`src/rtl/spi_pkg.sv`:
```
// Shared types and constants for the SPI master core.
package spi_pkg;

    localparam int SPI_DATA_W = 8;
    localparam int SPI_DIV_W  = 6;

    // Bit positions inside mode_i
    localparam int CPOL_BIT = 1;
    localparam int CPHA_BIT = 0;

    typedef enum logic [2:0] {
        IDLE,
        LOAD,
        LEAD,
        XFER,
        TRAIL
    } spi_state_t;

endpackage

```
`src/rtl/spi_clk_gen.sv`:
```
// Half-period timer: pulses tick on the last cycle of every half-period while run is high.
module spi_clk_gen #(
    parameter int CNT_W = 7
) (
    input  logic             pclk_i,
    input  logic             prst_i,
    input  logic             run,
    input  logic [CNT_W-1:0] half,
    output logic             tick
);

    logic [CNT_W-1:0] cnt;

    assign tick = run && (cnt == half - 1'b1);

    always_ff @(posedge pclk_i or posedge prst_i) begin
        if (prst_i) begin
            cnt <= '0;
        end else if (!run || tick) begin
            cnt <= '0;
        end else begin
            cnt <= cnt + 1'b1;
        end
    end

endmodule

```
`src/rtl/spi_master_core.sv`:
```
// Byte-wide SPI master: CPOL/CPHA modes, SCLK half-period = clk_div_i+1 pclk cycles.
module spi_master_core
    import spi_pkg::*;
#(
    parameter int DATA_W = SPI_DATA_W,
    parameter int DIV_W  = SPI_DIV_W
) (
    input  logic              pclk_i,
    input  logic              prst_i,
    input  logic              write_i,
    input  logic              enable_i,
    input  logic [DATA_W-1:0] tx_data_i,
    input  logic [1:0]        mode_i,
    input  logic [DIV_W-1:0]  clk_div_i,
    input  logic              miso_i,
    output logic              busy_o,
    output logic [DATA_W-1:0] rx_data_o,
    output logic              done_o,
    output logic              sclk_o,
    output logic              mosi_o,
    output logic              cs_n_o,
    output spi_state_t        dbg_state_o
);

    localparam int EC_W = $clog2(2 * DATA_W);
    localparam logic [EC_W-1:0] LAST_EDGE = EC_W'(2 * DATA_W - 1);

    // Handshake: a rising edge of (write_i & enable_i) seen in IDLE starts one
    // transfer; busy_o stays high until the transfer ends, and done_o pulses in
    // the same cycle busy_o falls and rx_data_o updates. Edges while busy are dropped.

    spi_state_t         state;
    logic               req_d;
    logic [DATA_W-1:0]  tx_sr;
    logic [DATA_W-1:0]  rx_sr;
    logic [1:0]         mode_q;
    logic [DIV_W:0]     half_q;
    logic [EC_W-1:0]    edge_cnt;

    logic req;
    logic start;
    logic run;
    logic tick;
    logic lead_edge;
    logic sample_edge;

    assign req         = write_i & enable_i;
    assign start       = req & ~req_d;
    assign run         = (state == LEAD) || (state == XFER) || (state == TRAIL);
    assign lead_edge   = ~edge_cnt[0];
    // CPHA=0 samples on leading edges, CPHA=1 on trailing edges
    assign sample_edge = lead_edge ^ mode_q[CPHA_BIT];
    assign dbg_state_o = state;

    spi_clk_gen #(
        .CNT_W(DIV_W + 1)
    ) u_clk_gen (
        .pclk_i(pclk_i),
        .prst_i(prst_i),
        .run   (run),
        .half  (half_q),
        .tick  (tick)
    );

    always_ff @(posedge pclk_i or posedge prst_i) begin
        if (prst_i) begin
            state     <= IDLE;
            req_d     <= 1'b0;
            tx_sr     <= '0;
            rx_sr     <= '0;
            mode_q    <= '0;
            half_q    <= '0;
            edge_cnt  <= '0;
            busy_o    <= 1'b0;
            rx_data_o <= '0;
            done_o    <= 1'b0;
            sclk_o    <= 1'b0;
            mosi_o    <= 1'b0;
            cs_n_o    <= 1'b1;
        end else begin
            req_d  <= req;
            done_o <= 1'b0;
            case (state)
                IDLE: begin
                    sclk_o <= mode_i[CPOL_BIT];
                    cs_n_o <= 1'b1;
                    mosi_o <= 1'b0;
                    busy_o <= 1'b0;
                    if (start) begin
                        busy_o <= 1'b1;
                        state  <= LOAD;
                    end
                end
                LOAD: begin
                    tx_sr    <= tx_data_i;
                    rx_sr    <= '0;
                    mode_q   <= mode_i;
                    half_q   <= {1'b0, clk_div_i} + 1'b1;
                    edge_cnt <= '0;
                    sclk_o   <= mode_i[CPOL_BIT];
                    cs_n_o   <= 1'b0;
                    mosi_o   <= mode_i[CPHA_BIT] ? 1'b0 : tx_data_i[DATA_W-1];
                    state    <= LEAD;
                end
                LEAD: begin
                    if (tick) state <= XFER;
                end
                XFER: begin
                    if (tick) begin
                        sclk_o   <= ~sclk_o;
                        edge_cnt <= edge_cnt + 1'b1;
                        if (sample_edge) begin
                            rx_sr <= {rx_sr[DATA_W-2:0], miso_i};
                        end else if (edge_cnt != LAST_EDGE) begin
                            mosi_o <= mode_q[CPHA_BIT] ? tx_sr[DATA_W-1] : tx_sr[DATA_W-2];
                            tx_sr  <= tx_sr << 1;
                        end
                        if (edge_cnt == LAST_EDGE) state <= TRAIL;
                    end
                end
                TRAIL: begin
                    if (tick) begin
                        sclk_o    <= mode_q[CPOL_BIT];
                        cs_n_o    <= 1'b1;
                        mosi_o    <= 1'b0;
                        busy_o    <= 1'b0;
                        rx_data_o <= rx_sr;
                        done_o    <= 1'b1;
                        state     <= IDLE;
                    end
                end
                default: state <= IDLE;
            endcase
        end
    end

endmodule

```
`config.mk`:
```
export PLATFORM = sky130hd
export DESIGN_NAME = spi_master_core
export DESIGN_NICKNAME = d
export VERILOG_FILES = /design/src/rtl/spi_pkg.sv /design/src/rtl/spi_clk_gen.sv /design/src/rtl/spi_master_core.sv
export SDC_FILE = /design/constraint.sdc
export NUM_CORES = 1
export LEC_CHECK = 0
export ABC_AREA = 1
export CORE_ASPECT_RATIO = 0.75
export CORE_MARGIN = 5
export CORE_UTILIZATION = 59
export DETAILED_ROUTE_END_ITERATION = 8
export PLACE_DENSITY_LB_ADDON = 0.3
export SYNTH_ARGS = -nofsm -noshare
export SYNTH_HDL_FRONTEND = slang
export SYNTH_HIERARCHICAL = 1
export SYNTH_SLANG_ARGS = --single-unit
```
`constraint.sdc`:
```
create_clock -name pclk_i -period 3.25 [get_ports pclk_i]
set_input_delay 0.65 -clock pclk_i [delete_from_list [all_inputs] [get_ports pclk_i]]
set_output_delay 0.65 -clock pclk_i [all_outputs]
set_load 0.01 [all_outputs]
```
==> flow_summary.yaml, run 1 <==
power_and_ir_drop:
  power.leakage_nw: 1.64
  cellPowerDensity_mw_per_mm2: 359
  vdd_ir_drop_max_uv: 355
die:
  die_h_um: 69.4
  ios: 37
  coreArea_mm2: 0.00452
  width_of_the_die_um: 89.2
  dieArea_mm2: 0.00619
  initial_core_utilization_pct: 61.5
  placementRows: 21
timing:
  fmax_mhz: 419
  maxSlewHeadroom_pct: 58.9
  worst_clock_skew_on_the_final_layout_ns: 0.00455
  timing.setup.tns_ns: 0
  rsz_0062_raised_after_global_routing: "false"
  post-route-min-period_ns: 2.39
  final.period_utilization_pct: 73.4
  finalHoldWorstSlack_ns: 0.483
  final_setup_vio_count: 0
  transition_time_of_the_tightest_slew_check_pin_ns: 0.613
  final_hold_viol_count: 0
  drv_slew: 0
worst_setup_path:
  worstPathArrival_ns: 2.60
  worst_ep_required_time_ns: 3.47
  worst-path-max-fanout: 9
  setup.worst_path.end_class: "flop"
  criticalPathCategory: "reg2reg"
  timing.critical_path.from_type: "flop"
drt:
  route.final.wire_length_um: 5880
  drt_pre_antenna_iters: 4
  drc_errors: 0
  dr_total_vias: 2407
  detailedRoute.firstIterationViolations: 125
  drt.antenna.violating_nets: 0
  routed_via_density: 5.20
  routed_wire_length_per_instance_um: 12.7
global_routing:
  grt-ovfl-total: 0
  grt_util_all_layers_pct: 20.5
  grt_antenna_before_repair: 0
  number_of_global_route_vias_before_repair: 2265
  maximum_number_of_pins_on_one_net_before_global_route_repair: 30
  first_pass_grt_wire_length_um: 10200
yosys:
  sequential_area_share_after_synthesis_pct: 47.8
  postSynthCellCount: 366
  warning_count_from_the_yosys_run: 6
  ys_seq_elements: 53
  async_flop_share_pct: 100
  post_synth_num_cell_types: 30
  netlist_area_mm2: 0.00278
  postSynthAreaPerCell_um2: 7.59
  edff_count_synth: 0
  synthesis.nets: 391
  synth-main-ff-cell: "dfrtp_1"
clock_network:
  clock_path_buffers: 2
  holdBufCountCts: 0
  path_clk_slew_ns: 0.09
  cts.htree.levels: 2
  clock-sinks: 53
  clk_tree_root_cell: "clkbuf_8"
  clk_latency_ns: 0.31
  post-cts-setup-buffers: 0
  cts_buffers: 5
  cts_repair_resize_count: 0
  cts_tree: "yes"
cells_and_area:
  post_route_cells_drive_above_1_share_pct: 8.13
  final_nets: 430
  syn2layout_area_growth_pct: 18.9
  num_antenna_cells: 0
  ff_latch_area_mm2: 0.00133
  area_of_combinational_cells_with_multiple_inputs_mm2: 0.00124
  final.fill_count: 366
placed_design:
  place.gp.congestion: 0.890
  dpl.hpwl_um: 4380
  port_buffers: 36
worst_hold_path:
  hold_path_class: "reg2reg"
outcome:
  outcome: "finished, final reports clean"
run:
  cap_violations: 0
## registers in the layout, indices dropped and copies added, names as in the netlist
register,flops
mosi_o,1
edge_cnt,4
rx_data_o,8
req_d,1
sclk_o,1
done_o,1
dbg_state_o,3
rx_sr,8
busy_o,1
mode_q,2
tx_sr,8
cs_n_o,1
half_q,7
u_clk_gen/cnt,7
## worst paths after layout
path,from,endpoint,slack [ns],depth (start not counted)
setup / recovery,half_q[0],tx_sr[3],0.86,15
min in group asynchronous,prst_i,u_clk_gen/cnt[5],0.61,2
max in group asynchronous,prst_i,half_q[2],1.85,3
hold / removal,rx_sr[7],rx_data_o[7],0.48,2
hold reg to reg,rx_sr[7],rx_data_o[7],0.48,2
setup reg to reg,half_q[0],tx_sr[3],0.86,15
## power breakdown
| part | leakage, nW | internal (mW) | switching [mW] |
|---|---|---|---|
| Sequential | 0.616 | 0.660 | 0.000599 |
| Clock | 0.0574 | 0.250 | 0.220 |
| Combinational | 0.972 | 0.0287 | 0.0254 |
## routing by layer
layer | wire [um] | global-route usage [%] | up-vias
met5 | 0 | 0 | -
met3 | 337 | 4.39 | 12
met4 | 94 | 5.79 | 0
met2 | 2710 | 30.7 | 62
li1 | - | - | 1215
met1 | 2750 | 30.0 | 1118
## Yosys cell counts (3+ instances only)
| library cell | instances | area share [%] |
|---|---|---|
| nand3_1 | 30 | 5.4 |
| nand2_1 | 138 | 19 |
| nand2_2 | 6 | 1.4 |
| xor2_1 | 5 | 1.6 |
| o21ai_1 | 26 | 4.7 |
| inv_2 | 6 | 0.81 |
| ha_1 | 4 | 1.8 |
| a21oi_1 | 3 | 0.54 |
| nor2_1 | 28 | 3.8 |
| dfrtp_1 | 52 | 47 |
| buf_2 | 3 | 0.54 |
| xnor2_1 | 4 | 1.3 |
| inv_1 | 38 | 5.1 |
## through the flow
step           util [%]  total power [mW]  area, um^2  instances  worst slack (ns)
5_1_grt            73.1              1.22        3300        463             0.589
3_5_place_dp       70.4             0.729        3180        455             0.925
6_report           73.1              1.19        3300        463             0.863
4_1_cts            73.1              1.19        3300        463             0.874
3_3_place_gp       70.4             0.728        3180        455              1.07
2_1_floorplan         -             0.694        2780        366              1.23
## area by class of cell
cell class                 count  area share [%]
timing repair buffer          38            11.4
tap                           57            2.16
inverter                      44            5.00
clock buffer                   6            2.50
sequential                    53            40.2
clock inverter                 2            1.14
multi-input combinational    263            37.7
## worst max-delay path, stage by stage (launching register included)
cell,delay [ns]
dfrtp_1,0.42
inv_1,0.14
ha_1,0.24
nand2_2,0.11
nor2_2,0.13
nand2_1,0.07
nand2_1,0.06
nand2_1,0.05
nor2_1,0.09
nand2_1,0.10
nor2_1,0.16
inv_1,0.16
o21ai_4,0.30
nand2_4,0.13
nand2_1,0.09
nand2_1,0.05
## cells in the final DEF, fill, tap and decap left out, types with 5 or more instances in the layout
master	count
nand2_1	138
dfrtp_1	52
inv_1	37
clkdlybuf4s50_1	36
nand3_1	30
nor2_1	28
o21ai_1	26
nand2_2	6
inv_2	6
clkbuf_8	6
xor2_1	5
## cells by family after synthesis
kind of cell / after synthesis / share of synthesized area [%]
and+or+nand+nor: 214 / 32.6
DFF: 53 / 47.8
buffers and inverters: 50 / 7.43
AOI/OAI and AO/OA: 36 / 7.57
xor gates and xnor gates: 9 / 2.84
adders and majority gates: 4 / 1.80
Note: power is estimated with default switching activity, not from simulation.
==> inputs of run 2 (changes only) <==
- CORE_UTILIZATION: 59 -> 55
- clock period: 3.25 -> 2.4 ns (I/O delays scaled with it)
==> run 2 against run 1 <==
Global-route usage down 0.88 points. Final area grew 0.57%. Core utilization fell by 5.3 points. Register-to-register slack worse by 0.65 ns. Clock skew rose by 0.0047 ns. Non-clock buffer count increased by 4. Critical path depth up 1. Via count about the same. Flip-flop and latch count stayed put. Fmax is 9.0% higher. Highest routed layer unchanged.
==> flow_summary.yaml, run 2 (synthesis results as in run 1) <==
clock_network:
  cts_buffers: 5
  clock-sinks: 53
  cts.htree.levels: 2
  path_clk_slew_ns: 0.10
  clock_path_buffers: 2
  cts_tree: "yes"
  clk_latency_ns: 0.31
  clk_tree_root_cell: "clkbuf_8"
die:
  dieArea_mm2: 0.00659
  width_of_the_die_um: 92.1
  coreArea_mm2: 0.00490
  placementRows: 22
  die_h_um: 71.5
  ios: 37
  initial_core_utilization_pct: 56.7
timing:
  final_hold_viol_count: 0
  maxSlewHeadroom_pct: 61.5
  post-route-min-period_ns: 2.19
  timing.setup.tns_ns: 0
  final.period_utilization_pct: 91.2
  drv_slew: 0
  final_setup_vio_count: 0
  fmax_mhz: 457
  timing.final.ws_setup_ns: 0.211
  transition_time_of_the_tightest_slew_check_pin_ns: 0.577
  worst_clock_skew_on_the_final_layout_ns: 0.00923
  rsz_0062_raised_after_global_routing: "false"
worst_setup_path:
  worstPathArrival_ns: 2.39
  crit_path_frequent_cell: "nand2_1"
  setup.worst_path.end_class: "flop"
  criticalPathCategory: "reg2reg"
  worst_reg2reg_setup_slack_ns: 0.21
  setup.worst_path.start: "half_q[0]"
  crit_path_max_incr_delay_ns: 0.40
  critical_path.slowest_cell: "dfrtp_1"
  critical_path.cell_chain: "inv_1 -> ha_2 -> inv_1 -> nand2_1 -> nand2_1 -> nor2_1 -> nand3_1 -> nor2_1 -> nand2_1 -> nor2_2 -> inv_2 -> nor2_4 -> buf_4 -> nand3_1 -> nand2_1 -> nor2_1"
  r2r-start: "half_q[0]"
  worst-path-max-fanout: 6
  worst_ep_required_time_ns: 2.60
  timing.critical_path.from_type: "flop"
drt:
  detailedRoute.firstIterationViolations: 100
  drc_errors: 0
  routed_via_density: 5.11
  routed_wire_length_per_instance_um: 12.8
  route.final.wire_length_um: 6010
  drt.antenna.violating_nets: 0
  drt_pre_antenna_iters: 4
  dr_total_vias: 2409
power_and_ir_drop:
  combinationalPowerShare_pct: 5.0
  power.switching_fraction_pct: 22.6
  vdd_ir_drop_max_uv: 336
  fin_total_pwr_mw: 1.47
  clock_power_share_pct: 34.3
  cellPowerDensity_mw_per_mm2: 444
  power.leakage_nw: 1.64
  pwr-share-seq_pct: 60.7
  internal_power_mw: 1.14
  power.net_switching_mw: 0.333
run:
  cap_violations: 0
cells_and_area:
  post_route_cells_drive_above_1_share_pct: 9.73
  mostFrequentLayoutCell: "nand2_1"
  reg.largest.list: "rx_data_o: 8 flops, rx_sr: 8 flops, tx_sr: 8 flops"
  final.fill_count: 407
  num_antenna_cells: 0
  non_filler_instance_count_after_layout: 471
  ff_latch_area_mm2: 0.00133
  final_nets: 435
  syn2layout_area_growth_pct: 19.6
  area_of_combinational_cells_with_multiple_inputs_mm2: 0.00126
  layout.cells.most_common_list: "137 x nand2_1, 52 x dfrtp_1, 36 x inv_1, 36 x clkdlybuf4s50_1, 30 x nand3_1"
  design_area_mm2: 0.00332
placed_design:
  dpl.hpwl_um: 4330
  place.gp.congestion: 0.922
  place_area_mm2: 0.00319
  placedCellCount: 458
  port_buffers: 36
  post-place-ws_ns: 0.0810
global_routing:
  maximum_number_of_pins_on_one_net_before_global_route_repair: 47
  grt_antenna_before_repair: 0
  number_of_global_route_vias_before_repair: 2337
  grt-ovfl-total: 0
  grt_util_all_layers_pct: 19.7
  first_pass_grt_wire_length_um: 10500
outcome:
  outcome: "finished, final reports clean"
worst_hold_path:
  hold_path_class: "in2async"
run 2: worst paths after layout:
path | cells after the start | to
worst max-delay path | 16 | edge_cnt[3]
worst min-delay path | 2 | u_clk_gen/cnt[6]
worst max register to register | 16 | edge_cnt[3]
worst min register to register | 2 | tx_sr[5]
max in group asynchronous | 3 | cs_n_o
min in group pclk_i | 2 | tx_sr[5]
run 2: area by class of cell:
class	instances	area share (%)
inverter	44	4.97
timing repair buffer	42	12.2
clock inverter	1	0.226
clock buffer	7	2.30
multi-input combinational	264	38.1
sequential	53	40.0
tap	60	2.26
run 2: power by group through the flow:
stage / logic (mW) / clock network, mW / registers, mW
detailed placement: 0.0748 / 0 / 0.912
floorplan: 0.0272 / 0 / 0.913
finish: 0.0737 / 0.505 / 0.895
global placement: 0.0739 / 0 / 0.912
CTS: 0.0753 / 0.515 / 0.895
global route: 0.0828 / 0.546 / 0.895
run 2: routing by layer:
layer	vias to the layer above	GRT usage [%]	share of wire, %
met5	-	0	0
met4	0	6.26	1.2
met3	7	5.56	6.4
met2	52	31.0	45
met1	1119	26.5	48
li1	1231	-	-
run 2: timing repair:
item	in CTS	in global routing
setup buffers	0	4
endpoints found under the hold margin	0	0
gates resized for setup	0	5
endpoints found under the setup margin	0	23
hold buffers	0	0
run 2: critical path, delay by kind of cell, from the launching register on:
family	cells	cell delay [ns]
adders and majority gates	1	0.33
buffers and inverters	4	0.38
DFF	1	0.40
and+or+nand+nor	11	0.98
run 2: metrics by stage:
| stage | util [%] | hold slack, ns |
|---|---|---|
| floorplan | - | 0.283 |
| global placement | 65.0 | 0.455 |
| detailed placement | 65.0 | 0.459 |
| CTS | 66.8 | 0.426 |
| global route | 67.8 | 0.454 |
| finish | 67.8 | 0.416 |
